**config.mk**
```make
export PLATFORM = sky130hd
export DESIGN_NAME = serial_sub_8
export DESIGN_NICKNAME = d
export VERILOG_FILES = /design/src/rtl/serial_sub_8.sv
export SDC_FILE = /design/constraint.sdc
export NUM_CORES = 1
export LEC_CHECK = 0
export ABC_CLOCK_PERIOD_IN_PS = 1500
export BUFFER_PORTS_ARGS = -buffer_cell sky130_fd_sc_hd__buf_2
export CORE_MARGIN = 2
export CORE_UTILIZATION = 35
export CTS_BUF_LIST = sky130_fd_sc_hd__clkbuf_4 sky130_fd_sc_hd__clkbuf_8 sky130_fd_sc_hd__clkbuf_16
export CTS_CLUSTER_SIZE = 12
export DETAILED_ROUTE_END_ITERATION = 12
export SLEW_MARGIN = 25
export SYNTH_ARGS = -nofsm -noshare
export SYNTH_HDL_FRONTEND = slang
export SYNTH_SLANG_ARGS = --single-unit
```
**constraint.sdc**
```tcl
create_clock -name clk -period 1.5 [get_ports clk]
set_input_delay 0 -clock clk [delete_from_list [all_inputs] [get_ports clk]]
set_output_delay 0 -clock clk [all_outputs]
set_load 0.05 [all_outputs]
```
**src/rtl/serial_sub_8.sv**
```systemverilog
// Bit-serial 8-bit subtractor: D = A - B - bin, one bit per clock, LSB first,
// with a single full-subtractor cell, a registered borrow and a start/busy/done handshake.
module serial_sub_8 (
  input  logic       clk,
  input  logic       rst,
  input  logic       start,
  input  logic [7:0] A,
  input  logic [7:0] B,
  input  logic       bin,
  output logic [7:0] D,
  output logic       bout,
  output logic       ovf,
  output logic       busy,
  output logic       done
);

  localparam int unsigned W  = 8;
  localparam int unsigned CW = 3;

  localparam logic [1:0] S_IDLE = 2'd0;
  localparam logic [1:0] S_RUN  = 2'd1;
  localparam logic [1:0] S_DONE = 2'd2;

  logic [1:0]    state_q, state_d;
  logic [W-1:0]  a_sr_q, a_sr_d;
  logic [W-1:0]  b_sr_q, b_sr_d;
  logic [W-1:0]  r_sr_q, r_sr_d;
  logic          br_q, br_d;
  logic [CW-1:0] cnt_q, cnt_d;
  logic [W-1:0]  d_q, d_d;
  logic          bout_q, bout_d;
  logic          ovf_q, ovf_d;
  logic          busy_q, busy_d;
  logic          done_q, done_d;

  logic a_bit_c, b_bit_c, diff_bit_c, br_next_c, accept_c;

  // Full-subtractor cell plus next-state logic.
  always_comb begin
    state_d  = state_q;
    a_sr_d   = a_sr_q;
    b_sr_d   = b_sr_q;
    r_sr_d   = r_sr_q;
    br_d     = br_q;
    cnt_d    = cnt_q;
    d_d      = d_q;
    bout_d   = bout_q;
    ovf_d    = ovf_q;
    accept_c = 1'b0;

    a_bit_c    = a_sr_q[0];
    b_bit_c    = b_sr_q[0];
    diff_bit_c = a_bit_c ^ b_bit_c ^ br_q;
    br_next_c  = (~a_bit_c & b_bit_c) | (~(a_bit_c ^ b_bit_c) & br_q);

    case (state_q)
      S_IDLE: begin
        if (start) accept_c = 1'b1;
      end
      S_RUN: begin
        a_sr_d = {1'b0, a_sr_q[W-1:1]};
        b_sr_d = {1'b0, b_sr_q[W-1:1]};
        r_sr_d = {diff_bit_c, r_sr_q[W-1:1]};
        br_d   = br_next_c;
        cnt_d  = cnt_q + CW'(1);
        if (cnt_q == CW'(W - 1)) begin
          state_d = S_DONE;
          d_d     = r_sr_d;
          bout_d  = br_next_c;
          // br_q here is the borrow into bit 7
          ovf_d   = br_q ^ br_next_c;
        end
      end
      S_DONE: begin
        // The DONE->IDLE edge doubles as the next accept edge, giving a 9-cycle cadence.
        state_d = S_IDLE;
        if (start) accept_c = 1'b1;
      end
      default: state_d = S_IDLE;
    endcase

    if (accept_c) begin
      state_d = S_RUN;
      a_sr_d  = A;
      b_sr_d  = B;
      br_d    = bin;
      cnt_d   = '0;
    end

    busy_d = (state_d == S_RUN);
    done_d = (state_d == S_DONE);
  end

  always_ff @(posedge clk or posedge rst) begin
    if (rst) begin
      state_q <= S_IDLE;
      a_sr_q  <= '0;
      b_sr_q  <= '0;
      r_sr_q  <= '0;
      br_q    <= 1'b0;
      cnt_q   <= '0;
      d_q     <= '0;
      bout_q  <= 1'b0;
      ovf_q   <= 1'b0;
      busy_q  <= 1'b0;
      done_q  <= 1'b0;
    end else begin
      state_q <= state_d;
      a_sr_q  <= a_sr_d;
      b_sr_q  <= b_sr_d;
      r_sr_q  <= r_sr_d;
      br_q    <= br_d;
      cnt_q   <= cnt_d;
      d_q     <= d_d;
      bout_q  <= bout_d;
      ovf_q   <= ovf_d;
      busy_q  <= busy_d;
      done_q  <= done_d;
    end
  end

  assign D    = d_q;
  assign bout = bout_q;
  assign ovf  = ovf_q;
  assign busy = busy_q;
  assign done = done_q;

endmodule

```
[Word-level counts from Yosys, hierarchy flattened]
Index checks and enable logic that the tools add are counted.
Cells by class
  add/subtract/negate cells: 1
  eq/ne operators: 5
  multiplexer cells: 13
  bitwise gates (word level): 8
  reductions and logical operators: 4
Operators by type and width (number)
  2-to-1 mux 8 bit: 4
  2-to-1 mux 3 bit: 2
  == test 2 x 1 -> 1 bit, second input constant: 2
  == test 2 bit, second input constant: 2
  2-to-1 mux 1 bit: 4
  2-to-1 mux 2 bit: 2
  case mux 2 bit (2 select lines): 1
  adder 3 x 1 -> 3 bit, second input constant: 1
  == test 3 bit, second input constant: 1
  XOR 1 bit: 3
  AND 1 bit: 2
  logical NOT 2 bit: 1
  inverter 1 bit: 2
  AND reduction 2 bit: 1
  nonzero test 2 bit: 1
  OR reduction 2 bit: 1
  OR 1 bit: 1
Storage, ports and cells
  flip-flop bits (word level): 42
  input bits: 20
  output and inout bits: 12
  word-level logic and storage cells: 42

[Depth between registers and ports, before layout]
Gate-level depths: netlist of the first run.
  word-level depth: 6
  mapped depth: 6
  mapped depth without buffers: 5

[Worst setup path after synthesis of the first run]
OpenSTA, ideal clock, no wires.
  path type: register to register
  from: reg cnt_q[0]
  to: reg d_q[0], in the netlist D[0]
  setup time: 125 ps
  arrival: 1481 ps
  required time: 1375 ps
  slack: -106 ps
  cell stages (with the launch flop): 6
  path buffers: 1
  path through: dfrtp_1 ha_1 ha_1 nand3b_1 buf_2 mux2_2
Between the ends
  longest elaborated chain between the ends: 2
Ends and longest elaborated chain
  start, declared: RTL line 29  | logic [CW-1:0] cnt_q, cnt_d;
  start signal, assigned: RTL line 113  | cnt_q <= cnt_d;
  == test 3 bit: RTL line 66  | if (cnt_q == CW'(W - 1)) begin
  AND reduction 2 bit (no source line)
  end signal, assigned: RTL line 102  | d_q <= '0;
  end signal, assigned: RTL line 114  | d_q <= d_d;
  end, declared: RTL line 30  | logic [W-1:0] d_q, d_d;
Every way passes these cells.
A chain may end at the register's enable or synchronous reset.

[Worst setup path in the final report of the first run]
  from: reg cnt_q[1]
  to: reg bout_q, in the netlist bout
Between the ends
  longest elaborated chain between the ends: 2
Ends and longest elaborated chain
  == test 3 bit: RTL line 66
  AND reduction 2 bit (no source line)
  end signal, assigned: RTL line 115  | bout_q <= bout_d;
  end, declared: RTL line 31  | logic bout_q, bout_d;
Every way passes these cells.

==> results by group, run 1 <==
STA
  – FMAX: slightly below 700 MHz
  – Min cycle time layout: around 1.5 ns
  – Final worst-path cycle share: a little over nine tenths
  – Slew of the pin with the lowest slew margin: roughly 0.51 ns
  – Clk_skew: roughly 0.0025 ns
  – Final Max Slew Viols: 0
  – Final setup TNS: 0 ns
  – Hold Vio Cnt, Final: 0
  – Unrepaired setup endpoints after global routing: yes
  – Slew HR: 65.7%
  – Final setup fails: 0

Placed design
  – Hpwl dp: between 2 and 2.5 mm
  – Placer Congestion: ~0.66
  – Inst Count DP: 257
  – Port Buf Inserts: 31

Die
  – # IOs: 32
  – Initial Util: a little over a third
  – Std cell rows: 25
  – Die ar.: about 5500 sq um
  – Die W: about 74 um
  – Die Span Y: roughly 74 um
  – Core area: 4720 sq um

Critical path
  – Critical path fanouts, max: 6
  – CP max stage delay: roughly 0.40 ns
  – R2R cell count: 5
  – CP required: between 1.5 and 2 ns
  – Critical-path cell list: ha_2 > ha_4 > nand3b_1 > buf_4 > mux2_2
  – Crit path DAT: 1.64 ns
  – Slowest cell on the critical path: dfrtp_1
  – Crit. End Element: flip-flop
  – WS Path Type: flip-flop to flip-flop
  – Reg-to-reg startpoint: cnt_q[1]$_DFFE_PP0P_
  – Startpoint Class: flip-flop
  – Capture point of the worst reg-to-reg path: bout$_DFFE_PP0P_
  – Reg2Reg Setup Slack: between 0.04 and 0.05 ns

Route
  – DRC errors left: 0
  – First DRT Iteration DRCs: 39
  – Drt first pass iters: 4
  – Routed wire length: 3.31 mm
  – Post-detailed-route wirelength per cell: between 10 and 15 um
  – Drt via density: between 4 and 5
  – Post-route antenna net violation count: 0
  – Via Count: approximately 1300

Pwr
  – Max rail drop VDD: 896 uV
  – Leak: about 1.2 nW
  – Cell Pwr Density: 2130 nW/um^2

Logic synthesis
  – #FFs+latches synth: just over 40
  – Synthesized instance count: between 150 and 200
  – Synth unique cells: 20
  – Synth warn: 0
  – Sequential fraction of the synthesis area: between 60% and 70%
  – Syn Area/Cell: between 10 and 15 sq um
  – Cell Area, Synth: ~1700 sq um
  – Post-Syn Nets: roughly 180

CTS
  – Clock Tree Buf Depth: 2
  – Clk sink count: 41
  – Number of buffers created by CTS: 5
  – H-tree depth: 2
  – CTS tree: done
  – Worst-path clk slew: around 0.070 ns
  – CTS root buffer: clkbuf_8
  – Clk_lat worst skew: roughly 0.29 ns

Worst hold path
  – HP Class: input pin to flip-flop
  – Worst Hold Launch: start
  – Hold EP: a_sr_q[6]$_DFFE_PP0P_
  – Hold path depth: 3

Job
  – Max capacitance violation total: 0

Final layout
  – N_diodes: 0
  – Area grow syn2layout: 37.4%
  – Fin cells: 283
  – Final #Nets: 238
  – Ratio of cells with drive above 1 in the final layout: between 20% and 30%
  – Fillers: approximately 450

Outcome
  – Status: finished clean

GRT
  – Largest net degree at the start of global routing: between 40 and 50
  – Initial antenna violation count: 0
  – Gr ovfl total: 0
  – All-Layer GR Usage: between 10% and 20%
  – Vias in the first global route: 1218
  – Global-route wire length before repair: roughly 5.4 mm
[placed cells by master (no fill, tap or decap), drive strengths merged]
cell type and instances:
o21ai 5, a21o 1, buf 44, ha 2, nand3b 1, o22ai 12
nand2b 2, fa 1, inv 16, bufinv 1, mux2i 3, a22o 5
nor2b 5, dlygate4sd3 18, a211oi 3, nor2 1, xnor2 2, mux2 9
a21oi 15, nand2 22, clkbuf 7, dfrtp 41
[power by group]
group	switching, mW	total, mW	internal (mW)
combinational	1.23	2.15	0.916
sequential	0.317	1.93	1.61
clock	0.367	0.928	0.560
[how the worst max path moves through the flow]
stage                                     from          endpoint  slack [ns]  depth (start not counted)
final                     cnt_q[1]$_DFFE_PP0P_  bout$_DFFE_PP0P_        0.04                          5
after CTS                 cnt_q[1]$_DFFE_PP0P_  D[0]$_DFFE_PP0P_        0.01                          5
after detailed placement  cnt_q[1]$_DFFE_PP0P_  D[0]$_DFFE_PP0P_       0.007                          5
after floorplan           cnt_q[0]$_DFFE_PP0P_  D[0]$_DFFE_PP0P_     -0.0009                          5
after global routing      cnt_q[1]$_DFFE_PP0P_  bout$_DFFE_PP0P_       -0.02                          5
after global placement    cnt_q[1]$_DFFE_PP0P_  D[0]$_DFFE_PP0P_        0.03                          5
[repair_timing]
item | CTS | global route
endpoints found under the hold margin | 58 | 0
pin swaps | 0 | 1
setup endpoints to repair | 4 | 8
gates resized for setup | 1 | 8
setup buffers | 0 | 0
gates cloned | 0 | 0
hold buffers | 18 | 0
[worst max-delay path, delay by kind of cell (launching register included)]
kind | cells | cell delay (ns)
adders and majority gates | 2 | 0.34
DFF | 1 | 0.40
buffers and inverters | 1 | 0.16
and+or+nand+nor | 1 | 0.12
muxes | 1 | 0.32
[cell type report]
type | instances | area, sq um | share of cell area [%]
sequential | 41 | 1030 | 43.7
clock inverter | 1 | 30.0 | 1.28
inverter | 16 | 60.1 | 2.56
clock buffer | 7 | 90.1 | 3.84
multi-input combinational | 89 | 622 | 26.5
timing repair buffer | 62 | 437 | 18.6
tap | 67 | 83.8 | 3.57
[registers in the layout, summed over array words and instances (netlist names)]
name,flops
D,8
a_sr_q,8
b_sr_q,8
bout,1
br_q,1
busy,1
cnt_q,3
done,1
ovf,1
r_sr_q,7
state_q,2
[synth_stat cells (all sizes together)]
cell type	n	share of area (%)
fa	1	1.2
clkbuf	2	0.44
nand2b	2	0.73
nor2b	5	1.8
inv	16	3.5
a21oi	15	4.4
o21ai	5	1.5
nor2	1	0.22
a22o	5	2.6
ha	2	1.5
xnor2	2	1.0
mux2	9	5.9
buf	7	2.0
nand2	22	4.8
dfrtp	41	60
a211oi	3	1.3
nand3b	1	0.44
mux2i	3	1.8
a21o	1	0.44
o22ai	12	4.4
[kinds of logic (layout without fill, tap and decap cells)]
logic type,after synthesis,in the layout,share of synthesized area [%]
xor gates and xnor gates,2,2,1.03
muxes,12,12,7.69
DFF,41,41,60.0
buffers and inverters,25,86,6.00
and+or+nand+nor,31,31,8.05
adders and majority gates,3,3,2.64
AOI/OAI and AO/OA,41,41,14.6
[through the flow]
stage / hold slack, ns / instance area [sq um] / util (%) / worst slack [ns] / total power, mW
floorplan: 0.133 / 1720 / - / -0.000908 / 3.45
global placement: 0.156 / 2010 / 42.5 / 0.0296 / 3.96
detailed placement: 0.160 / 2010 / 42.5 / 0.00743 / 4.00
CTS: 0.0984 / 2310 / 49.0 / 0.0119 / 4.98
global route: 0.120 / 2350 / 49.7 / -0.0210 / 5.37
finish: 0.110 / 2350 / 49.7 / 0.0416 / 5.00
[layer usage]
metal	vias up	GRT usage (%)	share of wire [%]
met3	4	5.76	5.2
met2	34	21.2	48
met5	-	0	0
met4	0	4.85	0.76
li1	648	-	-
met1	595	16.4	46
(Power assumes the default switching activity.)
==> run 2: changes to the inputs <==
--- a/config.mk
+++ b/config.mk
@@ -7,11 +7,13 @@
 export LEC_CHECK = 0
 export ABC_CLOCK_PERIOD_IN_PS = 1500
 export BUFFER_PORTS_ARGS = -buffer_cell sky130_fd_sc_hd__buf_2
+export CAP_MARGIN = 10
 export CORE_MARGIN = 2
 export CORE_UTILIZATION = 35
 export CTS_BUF_LIST = sky130_fd_sc_hd__clkbuf_4 sky130_fd_sc_hd__clkbuf_8 sky130_fd_sc_hd__clkbuf_16
 export CTS_CLUSTER_SIZE = 12
 export DETAILED_ROUTE_END_ITERATION = 12
+export SETUP_SLACK_MARGIN = 0.15
 export SLEW_MARGIN = 25
 export SYNTH_ARGS = -nofsm -noshare
 export SYNTH_HDL_FRONTEND = slang
==> results by group, run 2 (synthesis results as in run 1) <==
Die
  – Die ar.: 5460 sq um
  – Core area: 4720 sq um
  – # IOs: 32
  – Die W: 73.9 um
  – Std cell rows: 25
  – Die Span Y: approximately 74 um
  – Initial Util: between 30% and 40%

STA
  – Slew of the pin with the lowest slew margin: roughly 0.52 ns
  – Unrepaired setup endpoints after global routing: yes
  – FMAX: around 700 MHz
  – Final worst-path cycle share: 96.4%
  – Min cycle time layout: approximately 1.4 ns
  – Final Max Slew Viols: 0
  – Slew HR: roughly two thirds
  – Hold Vio Cnt, Final: 0
  – Min setup slack post-route: between 0.05 and 0.06 ns
  – Final setup TNS: 0 ns
  – Clk_skew: 0.00349 ns
  – Final setup fails: 0

Pwr
  – Combinational share of power: between 40 and 50%
  – Cell Pwr Density: approximately 2100 nW/um^2
  – Net Sw Frac: about two fifths
  – Design internal power: about 3 mW
  – Clk pwr share: 17.3%
  – Net Switching: around 1.9 mW
  – Seq pwr share: 38.9%
  – Power, Total: ~5.0 mW
  – Leak: around 1.2 nW
  – Max rail drop VDD: ~1100 uV

Final layout
  – N_diodes: 0
  – Area grow syn2layout: 37.3%
  – Final #Nets: 238
  – Commonest non-fill, non-tap cell in the layout: dfrtp_1
  – Ratio of cells with drive above 1 in the final layout: approximately 30%
  – Fillers: between 400 and 500
  – Most frequent cells in the layout: dfrtp_1 (40), buf_2 (31), nand2_1 (22)

Critical path
  – Reg2Reg Setup Slack: approximately 0.054 ns
  – CP required: between 1.5 and 2 ns
  – Crit path DAT: 1.62 ns
  – WS Path Type: flip-flop to flip-flop
  – R2R cell count: 5
  – Startpoint Class: flip-flop
  – Critical path fanouts, max: 10
  – Critical path startpoint: cnt_q[1]$_DFFE_PP0P_
  – Reg-to-reg startpoint: cnt_q[1]$_DFFE_PP0P_
  – Crit. End Element: flip-flop
  – Capture point of the worst reg-to-reg path: D[6]$_DFFE_PP0P_

Worst hold path
  – Worst Hold Launch: start
  – Hold path depth: 3
  – HP Class: input pin to flip-flop
  – Hold EP: a_sr_q[6]$_DFFE_PP0P_

CTS
  – H-tree depth: 2
  – Clk_lat worst skew: 0.29 ns
  – CTS root buffer: clkbuf_8
  – Clk sink count: 41
  – Number of buffers created by CTS: 5
  – Clock Tree Buf Depth: 2
  – Worst-path clk slew: 0.08 ns
  – CTS tree: done

Route
  – Post-route antenna net violation count: 0
  – Drt via density: between 4 and 5
  – Drt first pass iters: 4
  – Via Count: ~1300
  – Post-detailed-route wirelength per cell: approximately 12 um
  – Routed wire length: 3.37 mm
  – DRC errors left: 0
  – First DRT Iteration DRCs: 60

GRT
  – All-Layer GR Usage: roughly 14%
  – Global-route wire length before repair: approximately 5.7 mm
  – Initial antenna violation count: 0
  – Gr ovfl total: 0
  – GR Util met3: under 10%
  – M1 GR Usage: approximately 17%
  – Vias in the first global route: around 1300
  – Most Used Layer, Global Route: met2
  – Largest net degree at the start of global routing: 42
  – GR Layer Usage met2: approximately a quarter

Placed design
  – Hpwl dp: about 2.1 mm
  – Placer Congestion: 0.705
  – Place WS: 0.0194 ns
  – Port Buf Inserts: 31

Job
  – Max capacitance violation total: 0

Outcome
  – Status: finished clean
-- run 2: layout make-up --
type,count,area (sq um),share of cell area (%)
multi-input cells,89,613,26.1
clock inverters,2,35.0,1.49
clock buffers,5,68.8,2.93
repair buffers,62,458,19.5
flip-flops and latches,41,1030,43.8
well taps,67,83.8,3.57
inverters,16,60.1,2.56
-- run 2: routing by layer --
| layer | vias up | part of all wire [%] | routed length [um] |
|---|---|---|---|
| li1 | 642 | - | - |
| met1 | 598 | 48 | 1610 |
| met2 | 29 | 48 | 1600 |
| met3 | 4 | 3.5 | 117 |
| met4 | 0 | 0.95 | 32 |
| met5 | - | 0 | 0 |
-- run 2: critical path: stages (launching register included) --
cell and delay, ns:
dfrtp_1 0.39, ha_2 0.20, ha_4 0.15, nand3b_1 0.12
buf_12 0.15, mux2_2 0.33
-- run 2: worst max-delay path by stage --
stage	slack [ns]	endpoint	cells past startpoint
after floorplan	0.02	D[0]$_DFFE_PP0P_	5
after detailed placement	0.02	D[5]$_DFFE_PP0P_	5
after CTS	0.04	D[5]$_DFFE_PP0P_	5
final	0.05	D[6]$_DFFE_PP0P_	5
after global placement	0.05	D[5]$_DFFE_PP0P_	5
after global routing	0.01	D[4]$_DFFE_PP0P_	5
-- run 2: repair_timing --
item                                    in CTS  in global routing
setup buffers                                2                  1
pin swaps                                    0                  0
endpoints found under the setup margin      20                 12
resized for setup                            1                  1
hold buffers                                18                  0
hold endpoints to repair                    58                  0
-- run 2: power by group through the flow --
stage | Combinational, mW | Clock [mW] | Sequential, mW
3_3_place_gp | 2.08 | 0 | 1.94
6_report | 2.18 | 0.861 | 1.93
5_1_grt | 2.42 | 0.922 | 2.00
2_1_floorplan | 1.14 | 0 | 2.37
3_5_place_dp | 2.11 | 0 | 1.95
4_1_cts | 2.18 | 0.878 | 1.94
-- run 2: through the flow --
step	hold WS (ns)	instances	area (sq um)	utilization, %
after floorplan	0.133	155	1750	-
after global placement	0.158	254	2040	43.1
after detailed placement	0.173	254	2040	43.1
after CTS	0.132	281	2340	49.5
after global routing	0.159	282	2350	49.7
final	0.129	282	2350	49.7
==> run 3: changes to the inputs <==
--- a/config.mk
+++ b/config.mk
@@ -5,14 +5,16 @@
 export SDC_FILE = /design/constraint.sdc
 export NUM_CORES = 1
 export LEC_CHECK = 0
+export ABC_AREA = 1
 export ABC_CLOCK_PERIOD_IN_PS = 1500
 export BUFFER_PORTS_ARGS = -buffer_cell sky130_fd_sc_hd__buf_2
 export CAP_MARGIN = 10
-export CORE_MARGIN = 2
+export CORE_MARGIN = 8
 export CORE_UTILIZATION = 35
 export CTS_BUF_LIST = sky130_fd_sc_hd__clkbuf_4 sky130_fd_sc_hd__clkbuf_8 sky130_fd_sc_hd__clkbuf_16
 export CTS_CLUSTER_SIZE = 12
 export DETAILED_ROUTE_END_ITERATION = 12
+export REMOVE_ABC_BUFFERS = 1
 export SETUP_SLACK_MARGIN = 0.15
 export SLEW_MARGIN = 25
 export SYNTH_ARGS = -nofsm -noshare
==> results by group, run 3 <==
Outcome
  – Status: finished clean

Worst hold path
  – HP Class: input pin to flip-flop

Logic synthesis
  – Cell Area, Synth: roughly 1800 sq um
  – Top cells by area, synth: dfrtp_1 (56%), nand2_1 (19%), inv_1 (6.4%), nand3_1 (5.5%), o21ai_0 (4.1%)
  – Top cell type's share of synthesized area: a little under three fifths
  – Syn Area/Cell: between 8 and 9 sq um
  – Most common cell in the netlist: nand2_1
  – Sequential fraction of the synthesis area: 56.4%
  – Synth top cells by count: nand2_1 (90), dfrtp_1 (41), inv_1 (31)
  – Synth unique cells: 16
  – Synthesized instance count: between 200 and 250
  – Synth warn: 0
  – Post-synth top area cell: dfrtp_1
  – EDFF count, synth: 0
  – Async SR Flop Fraction: 100%
  – Top FF cell, synth: dfrtp_1
  – #FFs+latches synth: about 40

Pwr
  – Design internal power: 2.65 mW
  – Max rail drop VDD: ~750 uV
  – Combinational share of power: between 40 and 50%
  – Seq pwr share: between 30 and 40%
  – Leak: around 1.3 nW
  – Cell Pwr Density: 2090 nW/um^2
  – Net Switching: about 2.1 mW
  – Clk pwr share: between 10% and 20%
  – Net Sw Frac: ~45%

Placed design
  – Hpwl dp: ~2.5 mm
  – Placer Congestion: 0.738
  – Port Buf Inserts: 31

Final layout
  – N_diodes: 0
  – Area grow syn2layout: 25.9%
  – Ratio of cells with drive above 1 in the final layout: a little under a fifth
  – Fillers: 520
  – Commonest non-fill, non-tap cell in the layout: nand2_1
  – Most frequent cells in the layout: nand2_1 (90), dfrtp_1 (41), inv_1 (31), buf_2 (31), nand3_1 (20)
  – Final #Nets: between 200 and 300
  – Fin util: 45.1%

Route
  – Drt first pass iters: 6
  – Post-route antenna net violation count: 0
  – Post-detailed-route wirelength per cell: ~11 um
  – Routed wire length: around 3.7 mm
  – Via Count: 1487
  – Drt via density: roughly 4.4
  – First DRT Iteration DRCs: a little over 60
  – DRC errors left: 0

STA
  – Final setup fails: 0
  – Min cycle time layout: approximately 1.3 ns
  – Hold Vio Cnt, Final: 0
  – Final Max Slew Viols: 0
  – Unrepaired setup endpoints after global routing: no
  – Final worst-path cycle share: roughly 85%
  – Final setup TNS: 0 ns
  – FMAX: 787 MHz
  – Slew HR: ~65%
  – Clk_skew: around 0.0053 ns
  – Slew of the pin with the lowest slew margin: 0.521 ns

Critical path
  – Reg2Reg Setup Slack: between 0.2 and 0.25 ns
  – CP Capture Point: ovf$_DFFE_PP0P_
  – Critical path fanouts, max: 3
  – Capture point of the worst reg-to-reg path: ovf$_DFFE_PP0P_
  – Crit. End Element: flip-flop
  – R2R cell count: 5
  – Crit path DAT: approximately 1.5 ns
  – WS Path Type: flip-flop to flip-flop
  – CP required: about 1.7 ns
  – Reg-to-reg startpoint: a_sr_q[0]$_DFFE_PP0P_
  – Critical path startpoint: a_sr_q[0]$_DFFE_PP0P_
  – Startpoint Class: flip-flop

Die
  – # IOs: 32
  – Core area: approximately 5100 sq um
  – Die ar.: between 7000 and 8000 sq um
  – Std cell rows: 26
  – Die Span Y: slightly below 90 um
  – Initial Util: 35.8%
  – Die W: 88.1 um

GRT
  – Most Used Layer, Global Route: met2
  – All-Layer GR Usage: 10.8%
  – GR Layer Usage met2: between 15 and 20%
  – Largest net degree at the start of global routing: 42
  – Gr ovfl total: 0
  – GR Util met3: 3.75%
  – Global-route wire length before repair: between 6 and 7 mm
  – Vias in the first global route: around 1500
  – M1 GR Usage: a little over an eighth
  – Initial antenna violation count: 0

CTS
  – Clk sink count: between 40 and 50
  – CTS root buffer: clkbuf_8
  – H-tree depth: 2
  – Worst-path clk slew: 0.08 ns
  – CTS tree: done
  – Number of buffers created by CTS: 5
  – Clk_lat worst skew: ~0.29 ns
  – Postcts setup bufs: 0
  – Clock Tree Buf Depth: 2

Job
  – Max capacitance violation total: 0
==> run 3: changes by cell type after synthesis, moves of 9 or more <==
cell | previous run | this run
o21ai_0 | 5 | 15
o22ai_1 | 12 | 0
mux2_2 | 9 | 0
nand3_1 | 0 | 20
a21oi_1 | 15 | 1
nand2_1 | 22 | 90
inv_1 | 16 | 31
==> run 3: final cells by class <==
type / instances / area [sq um] / area share (%)
inverters: 33 / 126 / 5.52
repair buffers: 48 / 313 / 13.7
multi-input cells: 140 / 642 / 28.0
flip-flops and latches: 41 / 1030 / 44.8
clock inverters: 2 / 13.8 / 0.601
well taps: 70 / 87.6 / 3.82
clock buffers: 6 / 82.6 / 3.60
==> run 3: cells by family after synthesis <==
logic type,after synthesis,synth area share (%)
buf+inv,40,9.28
simple gates,120,27.0
compound gates,16,4.40
xor+xnor,1,0.482
fa+ha+maj,3,2.48
flops,41,56.4
==> run 3: worst min path at each step <==
| stage | to | slack, ns | startpoint | cells past startpoint |
|---|---|---|---|---|
| after detailed placement | D[1]$_DFFE_PP0P_ | 0.16 | rst | 3 |
| after floorplan | b_sr_q[7]$_DFFE_PP0P_ | 0.12 | B[7] | 2 |
| after CTS | b_sr_q[1]$_DFFE_PP0P_ | 0.003 | B[1] | 5 |
| final | b_sr_q[1]$_DFFE_PP0P_ | 0.01 | B[1] | 5 |
| after global placement | D[2]$_DFFE_PP0P_ | 0.16 | rst | 3 |
| after global routing | a_sr_q[6]$_DFFE_PP0P_ | 0.06 | A[6] | 5 |
==> run 3: critical path: stages, from the launching register on <==
cell     delay [ns]
dfrtp_1        0.35
inv_1          0.06
fa_1           0.47
xor2_1         0.18
nand2_1        0.06
nand2_1        0.05
==> run 3: per-layer routing <==
metal,share of wire [%],routed length (um)
met5,0,0
met4,1.3,48
met3,6.5,242
met2,46,1710
met1,47,1750
==> run 3: timing repair <==
| item | in CTS | in global routing |
|---|---|---|
| hold endpoints to repair | 52 | 0 |
| resized for setup | 0 | 6 |
| hold buffers | 12 | 0 |
| endpoints found under the setup margin | 0 | 30 |
==> run 3: power by group through the flow <==
stage / combinational [mW] / clock (mW) / sequential, mW
after floorplan: 1.11 / 0 / 2.34
after global placement: 2.10 / 0 / 1.88
after detailed placement: 2.14 / 0 / 1.89
after CTS: 2.17 / 0.781 / 1.87
after global routing: 2.51 / 0.836 / 1.93
final: 2.18 / 0.741 / 1.86
==> run 3: stage by stage <==
stage / setup WS [ns] / power (mW) / hold WS, ns / instance area (sq um) / instances
finish: 0.229 / 4.78 / 0.0103 / 2290 / 340
global route: 0.164 / 5.28 / 0.0573 / 2290 / 340
CTS: 0.180 / 4.82 / 0.00302 / 2270 / 340
detailed placement: 0.199 / 4.03 / 0.163 / 2050 / 320
global placement: 0.177 / 3.98 / 0.156 / 2050 / 320
floorplan: 0.0802 / 3.44 / 0.117 / 1770 / 214
